**src/rtl/ctrl_reg_sequencer_pkg.sv**
```systemverilog
// Shared types for the control-register sequencer.
// System-state encoding, register map and FSM states.
package madnes_ctrl_pkg;

  typedef enum logic [1:0] {
    NORMAL    = 2'd0,
    LOADING   = 2'd1,
    BOOTSTRAP = 2'd2
  } sys_state_e;

  localparam logic [2:0] ADDR_PALETTE = 3'b000;
  localparam logic [2:0] ADDR_STATE   = 3'b001;

  typedef enum logic [2:0] {
    S_BOOT_WR,
    S_BOOT_WAIT,
    S_NORM_WR,
    S_NORMAL,
    S_LOADING,
    S_ERROR
  } fsm_state_e;

  function automatic logic [7:0] state_byte(
    input sys_state_e s
  );
    return {6'b0, s};
  endfunction

endpackage

```
**src/rtl/ctrl_reg_sequencer_if.sv**
```systemverilog
// MCU write-request handshake bundle.
// Request held with addr/data stable until a one-cycle ack.
interface ctrl_reg_sequencer_if;

  logic       mcu_req;
  logic [2:0] mcu_addr;
  logic [7:0] mcu_data;
  logic       mcu_ack;

  modport master (
    output mcu_req,
    output mcu_addr,
    output mcu_data,
    input  mcu_ack
  );

  modport slave (
    input  mcu_req,
    input  mcu_addr,
    input  mcu_data,
    output mcu_ack
  );

endinterface

```
**src/rtl/ctrl_reg_sequencer.sv**
```systemverilog
// Boot/normal/loading sequencer arbitrating MCU writes
// into the control register file; all outputs registered.
module ctrl_reg_sequencer
  import madnes_ctrl_pkg::*;
#(
  parameter int BOOT_TIMEOUT = 1000000
) (
  input  logic                 clk,
  input  logic                 rst,
  ctrl_reg_sequencer_if.slave  mcu,
  input  logic                 vblank,
  input  logic                 boot_done,
  output logic [2:0]           reg_write_addr,
  output logic [7:0]           reg_write_data,
  output logic                 reg_write_enable,
  output logic [1:0]           state_out,
  output logic                 boot_error
);

  localparam int CW =
    (BOOT_TIMEOUT > 1) ? $clog2(BOOT_TIMEOUT) : 1;

  typedef logic [CW-1:0] cnt_t;

  localparam cnt_t CNT_LAST = cnt_t'(BOOT_TIMEOUT - 1);

  fsm_state_e fsm_q, fsm_d;
  cnt_t       cnt_q, cnt_d;
  logic       ack_q, ack_d;
  logic       we_q, we_d;
  logic [2:0] addr_q, addr_d;
  logic [7:0] data_q, data_d;
  sys_state_e sys_q, sys_d;
  logic       err_q, err_d;

  logic in_run;
  logic in_load;
  logic take;
  logic is_pal;
  logic is_st;
  logic pal_ok;
  logic pal_stall;
  logic go_load;
  logic go_norm;

  // A request cannot land while the previous ack or write
  // is still on the outputs; this enforces the idle gap.
  assign in_run  = (fsm_q == S_NORMAL) || (fsm_q == S_LOADING);
  assign in_load = (fsm_q == S_LOADING);
  assign take    = in_run && mcu.mcu_req && !ack_q && !we_q;

  assign is_pal    = (mcu.mcu_addr == ADDR_PALETTE);
  assign is_st     = (mcu.mcu_addr == ADDR_STATE);
  assign pal_ok    = is_pal && (in_load || vblank);
  assign pal_stall = is_pal && !pal_ok;
  assign go_load   = is_st && !in_load &&
                     (mcu.mcu_data[1:0] == 2'd1);
  assign go_norm   = is_st && in_load &&
                     (mcu.mcu_data[1:0] == 2'd0);

  always_comb begin
    fsm_d  = fsm_q;
    cnt_d  = cnt_q;
    ack_d  = 1'b0;
    we_d   = 1'b0;
    addr_d = addr_q;
    data_d = data_q;
    sys_d  = sys_q;
    err_d  = err_q;

    unique case (fsm_q)
      S_BOOT_WR: begin
        we_d   = 1'b1;
        addr_d = ADDR_STATE;
        data_d = state_byte(BOOTSTRAP);
        sys_d  = BOOTSTRAP;
        cnt_d  = '0;
        fsm_d  = S_BOOT_WAIT;
      end
      S_BOOT_WAIT: begin
        if (boot_done) begin
          fsm_d = S_NORM_WR;
        end else if (cnt_q == CNT_LAST) begin
          err_d = 1'b1;
          fsm_d = S_ERROR;
        end else begin
          cnt_d = cnt_q + cnt_t'(1);
        end
      end
      S_NORM_WR: begin
        we_d   = 1'b1;
        addr_d = ADDR_STATE;
        data_d = state_byte(NORMAL);
        sys_d  = NORMAL;
        fsm_d  = S_NORMAL;
      end
      S_NORMAL, S_LOADING: begin
        if (take && !pal_stall) begin
          ack_d = 1'b1;
          unique case (1'b1)
            pal_ok: begin
              we_d   = 1'b1;
              addr_d = ADDR_PALETTE;
              data_d = mcu.mcu_data;
            end
            go_load: begin
              we_d   = 1'b1;
              addr_d = ADDR_STATE;
              data_d = state_byte(LOADING);
              sys_d  = LOADING;
              fsm_d  = S_LOADING;
            end
            go_norm: begin
              we_d   = 1'b1;
              addr_d = ADDR_STATE;
              data_d = state_byte(NORMAL);
              sys_d  = NORMAL;
              fsm_d  = S_NORMAL;
            end
            default: begin
              we_d = 1'b0;
            end
          endcase
        end
      end
      S_ERROR: begin
        fsm_d = S_ERROR;
      end
      default: begin
        fsm_d = S_BOOT_WR;
      end
    endcase
  end

  always_ff @(posedge clk or posedge rst) begin
    if (rst) begin
      fsm_q  <= S_BOOT_WR;
      cnt_q  <= '0;
      ack_q  <= 1'b0;
      we_q   <= 1'b0;
      addr_q <= '0;
      data_q <= '0;
      sys_q  <= BOOTSTRAP;
      err_q  <= 1'b0;
    end else begin
      fsm_q  <= fsm_d;
      cnt_q  <= cnt_d;
      ack_q  <= ack_d;
      we_q   <= we_d;
      addr_q <= addr_d;
      data_q <= data_d;
      sys_q  <= sys_d;
      err_q  <= err_d;
    end
  end

  assign mcu.mcu_ack      = ack_q;
  assign reg_write_enable = we_q;
  assign reg_write_addr   = addr_q;
  assign reg_write_data   = data_q;
  assign state_out        = sys_q;
  assign boot_error       = err_q;

endmodule
```
**src/flat_wrapper.sv**
```systemverilog
// flat-port wrapper written by rule: the top's interface ports become plain ports
module ctrl_reg_sequencer_flat import madnes_ctrl_pkg::*;
#(
  parameter int BOOT_TIMEOUT = 1000000
)
  (clk, rst, vblank, boot_done, reg_write_addr, reg_write_data, reg_write_enable, state_out, boot_error, mcu_mcu_req, mcu_mcu_addr, mcu_mcu_data, mcu_mcu_ack);
  ctrl_reg_sequencer_if mcu_i ();
  input  logic clk;
  input  logic rst;
  input  logic vblank;
  input  logic boot_done;
  output logic [2:0] reg_write_addr;
  output logic [7:0] reg_write_data;
  output logic reg_write_enable;
  output logic [1:0] state_out;
  output logic boot_error;
  input wire logic [$bits(mcu_i.mcu_req)-1:0] mcu_mcu_req;
  input wire logic [$bits(mcu_i.mcu_addr)-1:0] mcu_mcu_addr;
  input wire logic [$bits(mcu_i.mcu_data)-1:0] mcu_mcu_data;
  output wire logic [$bits(mcu_i.mcu_ack)-1:0] mcu_mcu_ack;
  assign mcu_i.mcu_req = mcu_mcu_req;
  assign mcu_i.mcu_addr = mcu_mcu_addr;
  assign mcu_i.mcu_data = mcu_mcu_data;
  assign mcu_mcu_ack = mcu_i.mcu_ack;
  ctrl_reg_sequencer #(.BOOT_TIMEOUT(BOOT_TIMEOUT)) u_core (.clk(clk), .rst(rst), .mcu(mcu_i), .vblank(vblank), .boot_done(boot_done), .reg_write_addr(reg_write_addr), .reg_write_data(reg_write_data), .reg_write_enable(reg_write_enable), .state_out(state_out), .boot_error(boot_error));
endmodule
```
**config.mk**
```make
export PLATFORM = sky130hd
export DESIGN_NAME = ctrl_reg_sequencer_flat
export DESIGN_NICKNAME = d
export VERILOG_FILES = /design/src/rtl/ctrl_reg_sequencer_pkg.sv /design/src/rtl/ctrl_reg_sequencer_if.sv /design/src/rtl/ctrl_reg_sequencer.sv /design/src/flat_wrapper.sv
export SDC_FILE = /design/constraint.sdc
export NUM_CORES = 1
export LEC_CHECK = 0
export ABC_AREA = 1
export CAP_MARGIN = 25
export CORE_ASPECT_RATIO = 0.7
export CORE_MARGIN = 8
export CORE_UTILIZATION = 45
export CTS_CLUSTER_DIAMETER = 60
export CTS_CLUSTER_SIZE = 24
export DETAILED_ROUTE_END_ITERATION = 7
export GPL_ROUTABILITY_DRIVEN = 0
export PLACE_DENSITY = 0.67
export SKIP_CTS_REPAIR_TIMING = 1
export SYNTH_ARGS = -nofsm -noshare
export SYNTH_HDL_FRONTEND = slang
export SYNTH_SLANG_ARGS = --single-unit
```
**constraint.sdc**
```tcl
create_clock -name clk -period 3.2 [get_ports clk]
set_input_delay 0.32 -clock clk [delete_from_list [all_inputs] [get_ports clk]]
set_output_delay 0.32 -clock clk [all_outputs]
set_load 0.01 [all_outputs]
```
==> results.md, run 1 <==
- The run finished with clean final reports.
- After layout, the minimum clock period comes to 2.064 ns.
- The type of destination of the critical path is a flip-flop.
- The number of clock sinks is 37.
- The estimated wirelength of the detail-placed design is 4.317 mm.
- The finished layout holds 444 standard cells, fillers aside.
- The global-route wire length before repair is 9.735 mm.
- For this design, the slowest cell found on the critical path is sky130_fd_sc_hd__a21oi_4.
- The number of H-tree levels is 2.
- The classification of the worst setup path is reg2reg.
- The number of unique standard cell types used by synthesis is 33.
- Buffers inserted during clock tree synthesis total 5.
- Adding up every negative setup slack in the final design gives 0 ns.
- Setup violations remaining at the end of the flow were counted as 0.
- The overall routed net length is 5.618 mm.
- The number of global-route vias before repair is 1981.
- The number of port buffers is 29.
- The die is 103.6 um wide.
- The die extent in y is 77.32 um.
- The uppermost signal routing layer after detailed routing is met4.
- The per-instance average area after synthesis is 7.089 sq um.
- The total overflow left after global routing is 0.
- The startpoint kind of the worst setup timing path is a flip-flop.
- Along the worst path, the maximum fanout reaches 23.
- For this design the ratio of total power to cell area is 674.2 nW/um^2.
- The slew at the pin closest to its max-slew limit is 0.5738 ns.
- Setup repair after global routing left no endpoint under its margin.
- For the worst flop-to-flop path, the logic depth is 6.
- IR analysis of the VDD net gives a maximum drop of 0.2989 mV.
- The clock-pin transition on the worst setup and hold timing paths is 0.08 ns.
- The DRC marker count from the first detailed-route iteration is 217.
- The classification of the worst-slack hold path is in2async.
- In this run, synthesis inferred 0 flip-flops with an integrated enable.
- The relative area change from synthesis to final layout is 16.67%.
- The final max-slew violation count was 0.
- The largest stage delay on the critical path is 0.52 ns.
- Wire segments on met2 add up to 2.211 mm in the final route.
- Sorting the synthesized cells by how often they occur yields sky130_fd_sc_hd__nand2_1, sky130_fd_sc_hd__nor2_1, sky130_fd_sc_hd__dfrtp_1, sky130_fd_sc_hd__inv_1, sky130_fd_sc_hd__nand3_1.
- Yosys printed 0 warnings.
- The number of buffers and inverters on the critical path is 0.
- After detailed routing, the wire length on met1 is 3.074 mm.
- Counting stages on the worst path, the most repeated cell is sky130_fd_sc_hd__nand3_2.
- The signal on the critical path passes through ha_1 -> nand3_2 -> nor2_1 -> nand3_2 -> a21oi_4 -> o21ai_0.
- The cell count after placement is 436.
- In the routed layout, each cell is associated on average with a via count of 4.887.
- The repair_antennas step left the layout with diodes totalling 0.
- The routed wirelength normalized by instance count is 12.65 um.
- The initial utilization of the core area, before any placement, comes to 46.46%.
- The tightest slew margin relative to the limit is 61.66%.
- The root buffer selected by CTS is sky130_fd_sc_hd__clkbuf_8.
- Global routing consumed, over all layers together, 14.67% of the routing resources.
- The mapped netlist covers 2417 sq um.
- The worst path required time is 3.34 ns.
- The total I/O pin count is 32.
- The placeable core region is 5202 sq um.
- At the worst endpoint, the arrival time is 2.20 ns.
- The worst-case clock skew is 0.008129 ns.
- The tool flagged a number of max-cap violations equal to 0.
- Yosys attributes the largest share of cell area to sky130_fd_sc_hd__dfrtp_1, sky130_fd_sc_hd__nand2_1, sky130_fd_sc_hd__nor2_1.
- The clock latency on the worst-skew pair is 0.28 ns.
- The number of nets in the layout is 388.
- The total met3 wirelength after detailed routing is 292 um.
- The minimum setup slack among reg-to-reg paths is 1.14 ns.
- The remaining antenna violation count is 0.
- The worst path uses 64.49% of the clock period.
- The area share of the largest cell type after synthesis is 37.27%.
- Entering global routing, the biggest net connects 38 pins.
- The highest clock frequency the design can meet is 484.6 MHz.
- The hold violation count in the final report is 0.
- The die footprint is 8010 sq um.
- Summing over every cut layer, the via total after detailed routing is 2170.
- In the synthesized netlist the dominant register cell turns out to be sky130_fd_sc_hd__dfrtp_1.
- The share of the Yosys chip area taken by registers is 38.35%.
- The fraction of registers with async set or reset after synthesis is 100.0%.
- sky130_fd_sc_hd__dfrtp_1 takes more of the synthesized area than any other cell.
- The final standard cell utilization of the core is 54.21%.
- The most numerous cell in the Yosys netlist is sky130_fd_sc_hd__nand2_1.
- The post-detailed-route DRC marker count is 0.
- The initial antenna violation count was 0.
- The number of buffers on the longest clock path is 2.
- TritonCTS built the clock tree.
- The critical path runs through a total of 6 cells.
- The number of instances in the synthesized netlist is 341.
- The first detailed-routing pass ran for 5 iterations.
- The share of cells above drive strength 1 is 9.677%.
- After synthesis the netlist holds a flip-flop and latch count of 37.
- Row generation in the floorplan step produced 22 rows.
- Summed over all cells, the static leakage comes to 1.270 nW.
- The kind of cell adding the most delay to the critical path is compound AO/OA/AOI/OAI gates.
-- routing by layer --
metal | GRT usage [%] | vias up
li1 | - | 1119
met1 | 22.64 | 998
met2 | 19.16 | 49
met3 | 3.589 | 4
met4 | 3.942 | 0
met5 | 0 | -
-- report_power, final --
group,internal (mW),switching (mW)
clock network,0.151,0.169
registers,0.568,0.0734
logic,0.321,0.620
total,1.04,0.862
-- worst min-delay path, cell delays in order --
cell                              delay, ns
sky130_fd_sc_hd__clkdlybuf4s50_1       0.39
sky130_fd_sc_hd__inv_1                 0.05
sky130_fd_sc_hd__buf_4                 0.41
-- cell type report --
class	count	area [sq um]
multi-input cells	262	1291
repair buffers	30	297.8
clock buffers	6	72.57
clock inverters	2	10.01
fillers	524	2382
well taps	72	90.09
inverters	35	131.4
flip-flops and latches	37	927.1
-- cell families (layout without fill, tap and decap cells) --
kind of cell	Yosys count	count (layout)	synth area share (%)
and+or+nand+nor	233	233	44.00
buffers and inverters	43	73	8.385
DFF	37	37	38.35
AOI/OAI and AO/OA	15	15	4.607
xor gates and xnor gates	11	11	3.985
adders and majority gates	1	1	0.5175
other	1	2	0.1551
-- worst paths after layout --
path | from | endpoint
min in group clk | u_core.reg_write_addr[0]$_DFFE_PP0P_ | u_core.reg_write_addr[0]$_DFFE_PP0P_
worst min register to register | u_core.reg_write_addr[0]$_DFFE_PP0P_ | u_core.reg_write_addr[0]$_DFFE_PP0P_
worst min-delay path | rst | u_core.cnt_q[10]$_DFFE_PP0P_
worst max-delay path | u_core.cnt_q[0]$_DFFE_PP0P_ | u_core.cnt_q[19]$_DFFE_PP0P_
max in group asynchronous | rst | u_core.state_out[1]$_DFFE_PP1P_
worst max register to register | u_core.cnt_q[0]$_DFFE_PP0P_ | u_core.cnt_q[19]$_DFFE_PP0P_
-- metrics by stage --
| step | hold WS (ns) | cell area [sq um] | setup WS, ns | total power, mW |
|---|---|---|---|---|
| 4_1_cts | 0.4618 | 2820 | 1.163 | 1.927 |
| 5_1_grt | 0.4892 | 2820 | 0.8930 | 2.064 |
| 2_1_floorplan | 0.4675 | 2421 | 1.614 | 1.359 |
| 6_report | 0.4446 | 2820 | 1.136 | 1.901 |
| 3_3_place_gp | 0.4560 | 2738 | 1.240 | 1.587 |
| 3_5_place_dp | 0.4578 | 2738 | 1.179 | 1.596 |
-- sequential cells by signal (all words and copies together), names as in the netlist --
signal                   flops
u_core.cnt_q                20
u_core.boot_error            1
u_core.fsm_q                 3
u_core.state_out             2
u_core.reg_write_enable      1
u_core.reg_write_addr        1
u_core.mcu.mcu_ack           1
u_core.reg_write_data        8
-- placed cells by master (no fill, tap or decap), types with 2 or more instances in the layout --
cell type | synthesis | routed
sky130_fd_sc_hd__nand3_1 | 32 | 32
sky130_fd_sc_hd__dfrtp_1 | 36 | 36
sky130_fd_sc_hd__clkbuf_8 | 0 | 5
sky130_fd_sc_hd__xor2_1 | 10 | 10
sky130_fd_sc_hd__nor2_2 | 6 | 6
sky130_fd_sc_hd__nand2_2 | 4 | 4
sky130_fd_sc_hd__o21ai_1 | 2 | 2
sky130_fd_sc_hd__inv_2 | 3 | 3
sky130_fd_sc_hd__nor2_1 | 50 | 50
sky130_fd_sc_hd__nand4_1 | 5 | 5
sky130_fd_sc_hd__inv_1 | 32 | 32
sky130_fd_sc_hd__a21oi_4 | 2 | 2
sky130_fd_sc_hd__nor2_4 | 2 | 2
sky130_fd_sc_hd__nor3_1 | 4 | 4
sky130_fd_sc_hd__clkinv_2 | 0 | 2
sky130_fd_sc_hd__nand3_2 | 3 | 3
sky130_fd_sc_hd__nand2_1 | 118 | 118
sky130_fd_sc_hd__conb_1 | 1 | 2
sky130_fd_sc_hd__o21ai_0 | 8 | 8
sky130_fd_sc_hd__clkdlybuf4s50_1 | 0 | 29
sky130_fd_sc_hd__nand2_4 | 3 | 3
Power figures use the tool's default switching activity.
==> run 2, diff against run 1 <==
clock period = 1.9 ns   (was 3.2 ns; I/O delays follow)
==> run 2 against run 1 <==
Die area is the same; critical path type unchanged; clock power rose by 91%; worst hold slack worse by 0.14 ns; largest power group unchanged; power up 79%.
==> results.md, run 2 (synthesis results as in run 1) <==
- The met2 usage in global routing is 19.99% (+0.83 points).
- TritonCTS built the clock tree.
- The post-route clock period utilization is 89.66% (+25 points).
- The remaining antenna violation count is 0 (unchanged).
- The effective utilization at floorplan is 46.46% (unchanged).
- The number of flip-flops under the largest register name is 20 (unchanged).
- The area taken by flip-flops and latches was 927.1 sq um (unchanged).
- The shortest clock period the worst path allows after layout is 1.703 ns (-0.3601 ns).
- The classification of the worst-slack hold path is in2async.
- The cell count after placement is 441 (+1.1%).
- The all-layer global routing usage is 14.58% (-0.087 points).
- u_core.cnt_q holds more flip-flops than any other register.
- The number of buffers on the longest clock path was 2 (unchanged).
- The first-pass iteration count of the detailed router is 5 (unchanged).
- The standard-cell row count is 22 (unchanged).
- The final count of negative-setup-slack endpoints came to 0 (unchanged).
- The number of standard cells in the final layout excluding fillers was 449 (+1.1%).
- The DRC marker count from the first detailed-route iteration was 193 (-11%).
- The total power per unit cell area came to 1177 nW/um^2 (+75%).
- The overall routed net length is 5.609 mm (-0.16%).
- The root buffer selected by CTS is sky130_fd_sc_hd__clkbuf_8.
- The initial antenna violation count is 0 (unchanged).
- The most critical setup path has its startpoint at u_core.fsm_q[1]$_DFFE_PP0P_.
- The number of port buffers was 29 (unchanged).
- The pin count of the biggest net entering global routing was 38 (unchanged).
- The final max-slew violation count is 0 (unchanged).
- The run finished with clean final reports.
- The worst setup margin is 0.1965 ns (-0.9399 ns).
- The routed wirelength normalized by instance count is 12.49 um (-1.3%).
- The horizontal extent of the die was 103.6 um (unchanged).
- The slew at the pin closest to its max-slew limit is 0.5626 ns (-0.01113 ns).
- Setup repair after global routing left no endpoint under its margin.
- The global-route track usage on met1 is 21.88% (-0.76 points).
- The worst setup path is captured at a flip-flop.
- The worst path required time is 2.08 ns (-1.26 ns).
- The estimated wirelength of the detail-placed design is 4.332 mm (+0.35%).
- The die footprint is 8010 sq um (unchanged).
- The hold violation count in the final report is 0 (unchanged).
- The number of filler instances in the final layout is 495 (-5.5%).
- The area occupied by multi-input gates is 1294 sq um (+0.19%).
- The share of cells above drive strength 1 is 11.41% (+1.7 points).
- The post-place setup slack is 0.08352 ns (-1.096 ns).
- The via count normalized by instance count was 4.889 (about the same).
- The data arrival at the endpoint of the critical path came to 1.88 ns (-0.32 ns).
- The number of nets in the layout came to 393 (+1.3%).
- The global-route wire length before repair is 9.666 mm (-0.71%).
- The worst-case clock skew is 0.006014 ns (-0.002115 ns).
- The number of antenna repair diodes is 0 (unchanged).
- The summed negative setup slack over all endpoints is 0 ns (unchanged).
- The total I/O pin count is 32 (unchanged).
- The tightest slew margin relative to the limit was 62.20% (+0.54 points).
- The TritonCTS buffer count is 5 (unchanged).
- The relative area change from synthesis to final layout is 19.62%.
- The peak supply drop is 0.7601 mV (+150%).
- The static power due to leakage is 1.307 nW (+2.9%).
- The startpoint kind of the worst setup timing path is a flip-flop.
- The number of global-route vias before repair came to 1947 (-1.7%).
- The number of clock sinks came to 37 (unchanged).
- The via total after detailed routing is 2195 (+1.2%).
- The peak fanout along the critical path was 11 (-52%).
- The clock latency on the worst-skew pair is 0.28 ns (about the same).
- The highest clock frequency the design can meet is 587.0 MHz (+21%).
- The number of H-tree levels is 2 (unchanged).
- The busiest layer in global routing is met1.
- The library cells used most frequently in the layout, excluding fill and tap cells, are sky130_fd_sc_hd__nand2_1, sky130_fd_sc_hd__nor2_1, sky130_fd_sc_hd__dfrtp_1, sky130_fd_sc_hd__inv_1, sky130_fd_sc_hd__nand3_1.
- The max capacitance violation total is 0 (unchanged).
- The remaining global-route overflow is 0 (unchanged).
- The placeable core region is 5202 sq um (unchanged).
- The clock-pin transition on the worst setup and hold timing paths is 0.08 ns (about the same).
- The reg-to-reg startpoint is u_core.fsm_q[1]$_DFFE_PP0P_.
- The die extent in y is 77.32 um (unchanged).
- The post-detailed-route DRC marker count is 0 (unchanged).
- The worst setup path is of the reg2reg kind.
- Leaving out fill and tap cells, the most frequent cell in the layout is sky130_fd_sc_hd__nand2_1.
- The met3 usage in global routing was 3.589% (unchanged).
## run 2: critical path: stages (launching register included)
cell,delay (ns)
sky130_fd_sc_hd__dfrtp_1,0.41
sky130_fd_sc_hd__nor2_1,0.17
sky130_fd_sc_hd__nand2_2,0.14
sky130_fd_sc_hd__nand3_1,0.13
sky130_fd_sc_hd__nand2_2,0.09
sky130_fd_sc_hd__a21oi_4,0.34
sky130_fd_sc_hd__nand2_4,0.15
sky130_fd_sc_hd__nand2_1,0.09
sky130_fd_sc_hd__nand2_1,0.06
## run 2: per-stage QoR
step / instance area, sq um / total power, mW / util [%] / hold WS [ns]
floorplan: 2421 / 2.289 / - / 0.3690
global placement: 2788 / 2.781 / 53.58 / 0.4553
detailed placement: 2788 / 2.813 / 53.58 / 0.4613
CTS: 2889 / 3.434 / 55.53 / 0.3249
global route: 2892 / 3.657 / 55.58 / 0.3993
finish: 2892 / 3.404 / 55.58 / 0.3053
## run 2: report_power, final
group	switching [mW]	internal (mW)
combinational	1.08	0.635
sequential	0.117	0.956
clock	0.284	0.328
total	1.49	1.92
## run 2: final timing paths
| path | slack, ns | endpoint | cells past startpoint |
|---|---|---|---|
| max | 0.20 | u_core.reg_write_data[1]$_DFFE_PP0P_ | 8 |
| min | 0.31 | u_core.cnt_q[17]$_DFFE_PP0P_ | 3 |
| max reg2reg | 0.20 | u_core.reg_write_data[1]$_DFFE_PP0P_ | 8 |
| min reg2reg | 0.47 | u_core.reg_write_data[4]$_DFFE_PP0P_ | 2 |
| max in group asynchronous | 1.24 | u_core.state_out[1]$_DFFE_PP1P_ | 3 |
| min in group clk | 0.47 | u_core.reg_write_data[4]$_DFFE_PP0P_ | 2 |
## run 2: cell type report
class,instances,share of cell area [%]
clock buffers,7,3.332
inverters,35,4.543
clock inverters,1,0.1731
well taps,72,3.116
repair buffers,35,12.03
multi-input cells,262,44.74
flip-flops and latches,37,32.06
## run 2: layer usage
layer	wire (um)	up-vias
li1	-	1130
met1	3097	1005
met2	2183	55
met3	286	5
met4	41	0
met5	0	-
==> run 3, diff against run 2 <==
SETUP_SLACK_MARGIN = 0.2   (was not set)
==> run 3 against run 2 <==
Largest power group unchanged; via count grew 1.4%; cell count increased by 1.3%; power rose by 7.3%; worst setup slack better by 0.048 ns; highest routed layer unchanged; critical path depth increased by 1.
==> results.md, run 3 (synthesis results as in run 1) <==
- The start point of the critical path is u_core.fsm_q[2]$_DFFE_PP0P_.
- The switching power share of the total is 42.89% (-0.74 points).
- The final count of negative-setup-slack endpoints is 0 (unchanged).
- The max capacitance violation total was 0 (unchanged).
- The final max-slew violation count is 0 (unchanged).
- Leaving out fill and tap cells, the most frequent cell in the layout is sky130_fd_sc_hd__nand2_1.
- The peak fanout along the critical path is 10 (-1).
- The post-route clock period utilization is 87.12% (-2.5 points).
- The initial antenna violation count is 0 (unchanged).
- The shortest clock period the worst path allows after layout is 1.655 ns (-0.04826 ns).
- The peak supply drop is 0.7570 mV (-0.41%).
- The startpoint kind of the worst setup timing path is a flip-flop.
- The worst path required time is 2.07 ns (about the same).
- The via count normalized by instance count is 4.890 (about the same).
- The horizontal extent of the die is 103.6 um (unchanged).
- The library cells used most frequently in the layout, excluding fill and tap cells, are sky130_fd_sc_hd__nand2_1, sky130_fd_sc_hd__nor2_1, sky130_fd_sc_hd__dfrtp_1, sky130_fd_sc_hd__inv_1, sky130_fd_sc_hd__nand3_1.
- The all-layer global routing usage was 14.58% (unchanged).
- The number of antenna repair diodes is 0 (unchanged).
- The timing endpoint of the critical path is u_core.state_out[0]$_DFFE_PP0P_.
- The worst setup margin is 0.2448 ns (+0.04826 ns).
- The internal portion of total power is 2.086 mW (+8.7%).
- The classification of the worst setup path is reg2reg.
- The hold violation count in the final report is 0 (unchanged).
- The routed wirelength normalized by instance count was 12.98 um (+3.9%).
- The estimated wirelength of the detail-placed design is 4.332 mm (unchanged).
- The summed negative setup slack over all endpoints came to 0 ns (unchanged).
- The number of flip-flops under the largest register name is 20 (unchanged).
- The sequential group share of total power was 29.7% (-1.8 points).
- The number of stages on the worst setup path is 9 (+1).
- The number of clock sinks is 37 (unchanged).
- The minimum setup slack among reg-to-reg paths is 0.24 ns (+0.05 ns).
- The number of nets in the layout is 399 (+1.5%).
- The post-place setup slack came to 0.08352 ns (unchanged).
- The placeable core region is 5202 sq um (unchanged).
- The remaining antenna violation count is 0 (unchanged).
- The DRC marker count from the first detailed-route iteration came to 180 (-6.7%).
- The path depth of the worst reg2reg path is 9 (+1).
- The die footprint is 8010 sq um (unchanged).
- TritonCTS built the clock tree.
- The endpoint identified for the worst register-to-register timing path is u_core.state_out[0]$_DFFE_PP0P_.
- The classification of the worst-slack hold path is in2async.
- The number of H-tree levels is 2 (unchanged).
- The total I/O pin count came to 32 (unchanged).
- The number of buffers on the longest clock path is 2 (unchanged).
- The via total after detailed routing is 2225 (+1.4%).
- The minimum hold slack came to 0.3014 ns (-0.003836 ns).
- The largest stage delay on the critical path is 0.47 ns (+0.06 ns).
- The data arrival at the endpoint of the critical path is 1.83 ns (-0.05 ns).
- The total power per unit cell area is 1209 nW/um^2 (+2.7%).
- The relative area change from synthesis to final layout is 25.05%.
- Setup repair after global routing could not meet its margin everywhere.
- The post-detailed-route DRC marker count is 0 (unchanged).
- The flow ran to the end, and the final reports show no timing, DRC or antenna violations.
- The remaining global-route overflow is 0 (unchanged).
- The cell that appears most often on the critical path is sky130_fd_sc_hd__buf_12.
- Walking the worst path, the cells encountered are nor2_2 -> inv_2 -> o21ai_4 -> buf_12 -> a21oi_4 -> buf_12 -> buf_4 -> nand3_1 -> nand2_1.
- The total buffers and inverters traversed by the critical path was 4 (+4).
- The global-route wire length before repair is 9.666 mm (unchanged).
- The clock share of power was 16.8% (-1.2 points).
- The standard-cell row count is 22 (unchanged).
- The share of cells above drive strength 1 is 14.10% (+2.7 points).
- The pin count of the biggest net entering global routing came to 38 (unchanged).
- The cell with the biggest individual delay on the critical path is sky130_fd_sc_hd__dfrtp_1.
- The clock latency on the worst-skew pair is 0.29 ns (about the same).
- The number of port buffers came to 29 (unchanged).
- The highest clock frequency the design can meet is 604.2 MHz (+2.9%).
- The type of destination of the critical path is a flip-flop.
- The static power due to leakage was 1.345 nW (+2.9%).
- The TritonCTS buffer count was 5 (unchanged).
- The first-pass iteration count of the detailed router is 4 (-1).
- The root buffer selected by CTS is sky130_fd_sc_hd__clkbuf_8.
- The effective utilization at floorplan is 46.46% (unchanged).
- The worst-case clock skew is 0.006556 ns (+0.0005419 ns).
- The relative contribution of combinational cells to total power is 53.5% (+3.0 points).
- In this run the critical register-to-register path is launched from u_core.fsm_q[2]$_DFFE_PP0P_.
- The clock-pin transition on the worst setup and hold timing paths is 0.08 ns (about the same).
- Ranked by flip-flop count, first place goes to u_core.cnt_q.
- The die extent in y is 77.32 um (unchanged).
- The overall routed net length was 5.907 mm (+5.3%).
- The number of global-route vias before repair is 1947 (unchanged).
- The power dissipated by switching net loads is 1.567 mW (+5.5%).
- The kind of cell adding the most delay to the critical path is buffers and inverters.
==> run 3: tightest hold or removal path, delay by kind of cell <==
family	cells	cell delay, ns
buffers and inverters	3	0.84
==> run 3: cell type report <==
type                            count  area (sq um)
Inverter                           35         131.4
Sequential cell                    37         927.1
Fill cell                         484          2180
Timing Repair Buffer               39         402.9
Clock inverter                      1         5.005
Clock buffer                        7         96.34
Tap cell                           72         90.09
Multi-Input combinational cell    264          1370
==> run 3: how the worst min path moves through the flow <==
stage                                    startpoint                                    to  slack [ns]  cells past startpoint
2_1_floorplan                                   rst         u_core.boot_error$_DFFE_PP0P_        0.37                      1
3_3_place_gp   u_core.reg_write_data[4]$_DFFE_PP0P_  u_core.reg_write_data[4]$_DFFE_PP0P_        0.46                      2
3_5_place_dp        u_core.state_out[1]$_DFFE_PP1P_       u_core.state_out[1]$_DFFE_PP1P_        0.46                      2
4_1_cts                                         rst          u_core.cnt_q[17]$_DFFE_PP0P_        0.32                      3
5_1_grt                                         rst  u_core.reg_write_data[6]$_DFFE_PP0P_        0.40                      3
6_report                                        rst          u_core.cnt_q[17]$_DFFE_PP0P_        0.30                      3
==> run 3: power groups by stage <==
stage	registers [mW]	logic (mW)	clock network [mW]
after global placement	1.08	1.70	0
after floorplan	1.12	1.17	0
after detailed placement	1.09	1.73	0
after global routing	1.10	2.15	0.666
final	1.08	1.96	0.614
after CTS	1.07	1.73	0.630
==> run 3: layer usage <==
layer | wire length [um] | GRT usage, %
met5 | 0 | 0
met4 | 41 | 3.504
met3 | 368 | 3.589
met2 | 2318 | 19.99
met1 | 3179 | 21.88
==> run 3: through the flow <==
step / utilization, % / power, mW / instance area (sq um) / cells
6_report: 58.10 / 3.654 / 3023 / 455
5_1_grt: 58.10 / 3.917 / 3023 / 455
4_1_cts: 55.53 / 3.434 / 2889 / 449
3_5_place_dp: 53.58 / 2.813 / 2788 / 441
3_3_place_gp: 53.58 / 2.781 / 2788 / 441
2_1_floorplan: - / 2.289 / 2421 / 342
